$ cat src/rtl/wm_phase_timer.sv
// rtl/wm_phase_timer.sv - phase timer and program scheduler for the washing-machine controller
// Infers wash/rinse/spin from actuator outputs and produces per-program phase timeouts.
module wm_phase_timer #(
  parameter int PRESCALE = 1000,
  parameter int CNT_W    = 8
) (
  input  logic             clk,
  input  logic             reset,
  input  logic [1:0]       prog_sel,
  input  logic             prog_load,
  input  logic             pause,
  input  logic             door_lock,
  input  logic             motor_on,
  input  logic             soap_wash,
  input  logic             water_wash,
  input  logic             drain_value_on,
  output logic             cycle_timeout,
  output logic             spin_timeout,
  output logic [CNT_W-1:0] time_left,
  output logic [1:0]       phase,
  output logic             prog_err,
  output logic             abort
);

  localparam int PS_W = (PRESCALE > 2) ? $clog2(PRESCALE) : 1;

  typedef enum logic [1:0] {IDLE = 2'd0, WASH = 2'd1, RINSE = 2'd2, SPIN = 2'd3} phase_t;

  phase_t          state;
  phase_t          want;
  logic [1:0]      prog;
  logic [PS_W-1:0] prescale;
  logic            q_wash, q_rinse, q_spin, cur_q;

  assign q_wash  = door_lock & motor_on & soap_wash  & ~drain_value_on;
  assign q_rinse = door_lock & motor_on & water_wash & ~drain_value_on;
  assign q_spin  = door_lock & motor_on & drain_value_on;
  assign phase   = state;

  // Spin excludes wash/rinse by construction; wash wins if soap and water are both on.
  always_comb begin
    want = IDLE;
    if (q_spin)       want = SPIN;
    else if (q_wash)  want = WASH;
    else if (q_rinse) want = RINSE;
  end

  always_comb begin
    cur_q = 1'b0;
    case (state)
      WASH:    cur_q = q_wash;
      RINSE:   cur_q = q_rinse;
      SPIN:    cur_q = q_spin;
      default: cur_q = 1'b0;
    endcase
  end

  function automatic logic [CNT_W-1:0] phase_len(input logic [1:0] p, input phase_t ph);
    int n;
    n = 0;
    case (ph)
      WASH:    n = (p == 2'd0) ? 4 : (p == 2'd2) ? 12 : 8;
      RINSE:   n = (p == 2'd0) ? 2 : (p == 2'd2) ? 12 : 8;
      SPIN:    n = (p == 2'd0) ? 3 : (p == 2'd2) ? 8  : 6;
      default: n = 0;
    endcase
    return CNT_W'(n);
  endfunction

  always_ff @(posedge clk) begin
    if (reset) begin
      state         <= IDLE;
      prog          <= 2'd1;
      prescale      <= '0;
      time_left     <= '0;
      cycle_timeout <= 1'b0;
      spin_timeout  <= 1'b0;
      prog_err      <= 1'b0;
      abort         <= 1'b0;
    end else begin
      prog_err <= 1'b0;
      abort    <= 1'b0;

      // An entry happening on this edge makes the machine busy already.
      if (prog_load) begin
        if (prog_sel == 2'd3 || state != IDLE || want != IDLE) prog_err <= 1'b1;
        else                                                   prog     <= prog_sel;
      end

      if (state != IDLE && !door_lock) begin
        state         <= IDLE;
        prescale      <= '0;
        time_left     <= '0;
        cycle_timeout <= 1'b0;
        spin_timeout  <= 1'b0;
        abort         <= 1'b1;
      end else if (state == IDLE || !cur_q) begin
        state         <= want;
        prescale      <= '0;
        time_left     <= phase_len(prog, want);
        cycle_timeout <= 1'b0;
        spin_timeout  <= 1'b0;
      end else begin
        if (!pause) begin
          if (prescale == PS_W'(PRESCALE - 1)) begin
            prescale <= '0;
            if (time_left != '0) time_left <= time_left - 1'b1;
          end else begin
            prescale <= prescale + 1'b1;
          end
        end
        if (time_left == '0) begin
          if (state == SPIN) spin_timeout  <= 1'b1;
          else               cycle_timeout <= 1'b1;
        end
      end
    end
  end

endmodule

$ cat config.mk
export PLATFORM = sky130hd
export DESIGN_NAME = wm_phase_timer
export DESIGN_NICKNAME = d
export VERILOG_FILES = /design/src/rtl/wm_phase_timer.sv
export SDC_FILE = /design/constraint.sdc
export NUM_CORES = 1
export LEC_CHECK = 0
export BUFFER_PORTS_ARGS = -buffer_cell sky130_fd_sc_hd__clkbuf_2
export CAP_MARGIN = 0
export CORE_MARGIN = 8
export CORE_UTILIZATION = 55
export CTS_CLUSTER_DIAMETER = 30
export DETAILED_ROUTE_END_ITERATION = 8
export PLACE_DENSITY = 0.79
export SKIP_CTS_REPAIR_TIMING = 1
export SYNTH_ARGS = -nofsm -noshare
export SYNTH_HDL_FRONTEND = slang
export SYNTH_SLANG_ARGS = --single-unit
$ cat constraint.sdc
create_clock -name clk -period 3.2 [get_ports clk]
set_input_delay 0.64 -clock clk [delete_from_list [all_inputs] [get_ports clk]]
set_output_delay 0.64 -clock clk [all_outputs]
set_load 0.03 [all_outputs]
; ---- Word-level counts from Yosys, hierarchy flattened
; Cells that the tools add are included.
[word_totals]
regBits = 26
input_bits = 11
out_inout_bits = 14
elab_cells = 68
[classes]
add_sub_neg = 2
n_eq_ne = 10
mux = 17
n_bitwise = 10
n_reduce_logical = 21
[ops]
columns = cell, n
row1 = 8-bit 2-to-1 mux, 4
row2 = 8-bit one-hot mux with 3 select lines, 1
row3 = 4-bit 2-to-1 mux, 4
row4 = "2-bit equality test, second input constant", 6
row5 = "10-bit by 1-bit adder with 10-bit output, second input constant", 1
row6 = "10-bit equality test, second input constant", 1
row7 = 10-bit 2-to-1 mux, 1
row8 = 8-bit logical NOT, 1
row9 = 2-bit nonzero test, 4
row10 = 8-bit nonzero test, 1
row11 = "8-bit by 1-bit subtractor with 8-bit output, second input constant", 1
row12 = 1-bit bitwise AND, 6
row13 = 2-bit 2-to-1 mux, 3
row14 = 2-bit AND reduction, 3
row15 = "2-bit by 1-bit equality test with 1-bit output, second input constant", 2
row16 = 2-bit logical NOT, 2
row17 = 1-bit inverter, 4
row18 = 2-bit OR reduction, 2
row19 = 1-bit logical OR, 3
row20 = 3-bit 2-to-1 mux, 1
row21 = 1-bit one-hot mux with 3 select lines, 1
row22 = 3-bit AND reduction, 1
row23 = 3-bit OR reduction, 1
row24 = 1-bit logical NOT, 2
row25 = 3 further kinds, 4

; ---- Longest topological paths before layout
[logic_depth]
depth_word = 10
ltp_mapped = 8
ltp_nobuf = 7

; ---- Worst setup path after synthesis
; Ideal clock, no wire load.
[synth_timing]
path_type = input to register
start = input port drain_value_on
end = register prescale[0]
setup_ps = 64
arrival_ps = 1994
path_slack_ps = 1143
stages = 7
n_path_buf = 2
path_cell_list = clkbuf_1 > nand2_1 > a211o_1 > a21o_1 > or2_1 > buf_2 > nor2_1
[synth_via]
elab_chain_len = 6
elab_cells_between_ends = 8
cone_classes = mux (1) / bitwise (4) / reduce/logical (3)
[synth_rtl]
columns = item, line_no
row1 = "start, declared", 16  ; input logic drain_value_on,
row2 = 1-bit inverter, "35, 36"
row3 = "1-bit bitwise AND, on equally long branches", "36, 35"
row4 = 1-bit one-hot mux with 3 select lines *, 50  ; case (state)
row5 = 1-bit logical NOT *, 97  ; end else if (state == IDLE || !cur_q) begin
row6 = 1-bit logical OR *, 97
row7 = 3-bit OR reduction (no line) *, -
row8 = "end signal, assigned", 109  ; prescale <= prescale + 1'b1;
row9 = "end, declared", 32  ; logic [PS_W-1:0] prescale;
; Every way passes the cells marked *; elsewhere a longest branch is shown, timed or not.
; A chain may end at the register's enable or synchronous reset.

; ---- Worst setup path in the final report
[layout_timing]
start = register prescale[0]
end = register time_left[2]
[layout_via]
elab_chain_len = 3
[layout_rtl]
columns = item, line_no
row1 = 10-bit equality test, 105  ; if (prescale == PS_W'(PRESCALE - 1)) begin
row2 = 2-bit nonzero test (no line), -
row3 = 3-bit AND reduction (no line), -
row4 = "end signal, assigned", 100  ; time_left <= phase_len(prog, want);
row5 = "end signal, assigned", 107  ; if (time_left != '0) time_left <= time_left - 1'b1;
row6 = "end, declared", 19  ; output logic [CNT_W-1:0] time_left,
; Every way passes these cells.

==> qor.csv <==
metric;value;unit
dominant cell type by area after synthesis;dfxtp_1;
area delta synth->final;12.7;%
# fillers;196;
global-route wire length before repair;4860;um
latest clock arrival within the worst-skew pair;310;ps
synthesized area;0.00132;sq mm
Worst path max stage delay;610;ps
HP Class;register to register;
final hold viol count;0;
IO buf count;24;
HPWL after DPL;2240;um
Synth cell types;43;
Slowest-stage cell, CP;nor4_4;
worst vdd ir;0.257;mV
via/cell ratio;5.63;
Syn Area/Cell;8.60;sq um
#FFs+latches synth;26;
grt ovf;0;
Tmin final;2170;ps
period utilization;0.677;
Total Power;0.000561;W
Initial DRC Count;38;
Worst-path clk slew;140;ps
Die ar.;0.00421;sq mm
final setup margin;1030;ps
worst-margin pin slew;658;ps
core footprint;0.00223;sq mm
critical-path cell list;ha_1 -> nand4b_1 -> nor4_4 -> nand3_1 -> xor2_1 -> a211oi_1;
CP required;3430;ps
clk_skew;2.17;ps
CP arrival;2400;ps
clock buffer depth;2;
Max Slew Vio Count;0;
gpl congestion;0.818;
Net Count, Synth;166;
run status;finished clean;
max_cap viols;0;
DR WL/cell;13.9;um
Max Clock Freq;0.462;GHz
gr usage total;0.137;
TritonCTS clock tree;yes;
endpoints failing setup;0;
RSZ-0062 raised after global routing;false;
Setup TNS Final;0;ps
Routed WL;2860;um
Routed Antenna Nets;0;
initial antenna violation count;0;
P_leak;0.605;nW
CTS root buf;clkbuf_4;
Die Y;64.9;um
residual DRC count;0;
row count;17;
ranking of synthesized cells by area;dfxtp_1 (40%), xor2_1 (8.7%), nor2_1 (5.4%), a21oi_1 (4.2%), nand2_1 (4.0%);
vias;1154;
Reg area;520;sq um
CTS buffer count;3;
Starting Density;0.589;
top cell type's share of synthesized area;0.395;
yosys warns;0;
register area share after synthesis;0.395;
vias in the first global route;1150;
relative max-transition margin;0.558;
DR pass1 iterations;4;
crit path kind;register to register;
Fin Hold WS;506;ps
io pins;25;
post-synthesis instance total;153;
share of layout cells above drive strength 1;0.186;
Setup crit start kind;register;
CP endpoint kind;register;
Final Net Count;191;
CTS HTree Levels;1;
dpl ws;878;ps
Crit Path Max Fanout;10;
die width;64.9;um
n_diodes;0;
pwr dens;378;mW/mm^2
Sink Count;26;
largest net degree at the start of global routing;15;
Multi-input gate area;749;sq um
## synth_stat cells
| cell type | number |
|---|---|
| nand2_4 | 1 |
| buf_1 | 1 |
| or3b_1 | 1 |
| clkbuf_1 | 1 |
| a211oi_2 | 1 |
| buf_2 | 1 |
| or3_1 | 1 |
| nand2_1 | 14 |
| nor3b_1 | 2 |
| o211ai_1 | 1 |
| a21o_1 | 3 |
| and3b_1 | 1 |
| nand2b_1 | 1 |
| o21bai_1 | 1 |
| nor3_1 | 6 |
| o311ai_0 | 1 |
| nor4bb_1 | 1 |
| nor2_1 | 19 |
| a21oi_1 | 11 |
| a221oi_1 | 1 |
| nand3_1 | 8 |
| buf_6 | 1 |
| nor4_4 | 1 |
| nand4_1 | 6 |
| a211o_1 | 1 |
| or2_1 | 1 |
| nand4b_1 | 2 |
| a2111oi_2 | 1 |
| and2_1 | 1 |
| o21ai_0 | 1 |
| nor2b_1 | 1 |
| o311a_1 | 1 |
| nand3b_1 | 2 |
| o2111ai_1 | 2 |
| or4_4 | 1 |
| inv_1 | 6 |
| xnor2_1 | 2 |
| dfxtp_1 | 26 |
| and3_1 | 2 |
| a31oi_1 | 2 |
| ha_1 | 2 |
| xor2_1 | 13 |
| a211oi_1 | 1 |
## kinds of logic after synthesis
group	after synthesis	share of synthesized area
buffers and inverters	10	0.0352
flip-flops	26	0.395
adder cells (fa/ha/maj)	2	0.0190
XOR/XNOR	15	0.0998
AO/OA/AOI/OAI	28	0.151
AND/OR/NAND/NOR	72	0.299
## worst max-delay path: cells and delay by family, from the launching register on
kind / cells / cell delay [ps]
compound gates: 1 / 230
xor+xnor: 1 / 170
fa+ha+maj: 1 / 270
flops: 1 / 440
simple gates: 3 / 970
## metal layers
metal,share of wire,global-route usage,vias to the layer above
met5,0,0,-
met4,0.0042,0.0409,0
met3,0.024,0.0223,2
met2,0.54,0.256,8
met1,0.43,0.155,548
li1,-,-,596
## final timing paths
path / startpoint / end / slack (ps) / depth (start not counted)
max: prescale[0] / time_left[2] / 1030 / 6
min: spin_timeout / spin_timeout / 510 / 2
max reg2reg: prescale[0] / time_left[2] / 1030 / 6
min reg2reg: spin_timeout / spin_timeout / 510 / 2
## per-stage QoR
stage	cells	utilization	cell area, sq um
after floorplan	153	-	1320
after global placement	201	0.648	1450
after detailed placement	201	0.648	1450
after CTS	205	0.664	1480
after global routing	205	0.664	1480
final	205	0.664	1480
## flip-flops by register name, summed over array words and instances, names as in the netlist
register and cells:
prog 2, prog_err 1, phase 2, time_left 8, spin_timeout 1, prescale 10, abort 1, cycle_timeout 1
## cells in the final DEF (no fill, tap or decap), types with 3 or more instances in the layout
| master | Yosys | layout |
|---|---|---|
| a21oi_1 | 11 | 11 |
| nor3_1 | 6 | 6 |
| clkbuf_4 | 0 | 3 |
| nand4_1 | 6 | 6 |
| inv_1 | 6 | 6 |
| a21o_1 | 3 | 3 |
| nand3_1 | 8 | 8 |
| xor2_1 | 13 | 13 |
| nand2_1 | 14 | 14 |
| clkbuf_2 | 0 | 24 |
| dfxtp_1 | 26 | 26 |
| nor2_1 | 19 | 19 |
## power breakdown
group          internal (W)  total (W)  switching, W
sequential         0.000329   0.000337    0.00000792
clock             0.0000695   0.000162     0.0000930
combinational     0.0000231  0.0000619     0.0000388
## cell type report
type	instances	area share
well taps	28	0.0236
repair buffers	24	0.0809
clock buffers	4	0.0245
flip-flops and latches	26	0.351
inverters	6	0.0152
multi-input cells	117	0.505
No activity file was read; power rests on OpenSTA's default activity.
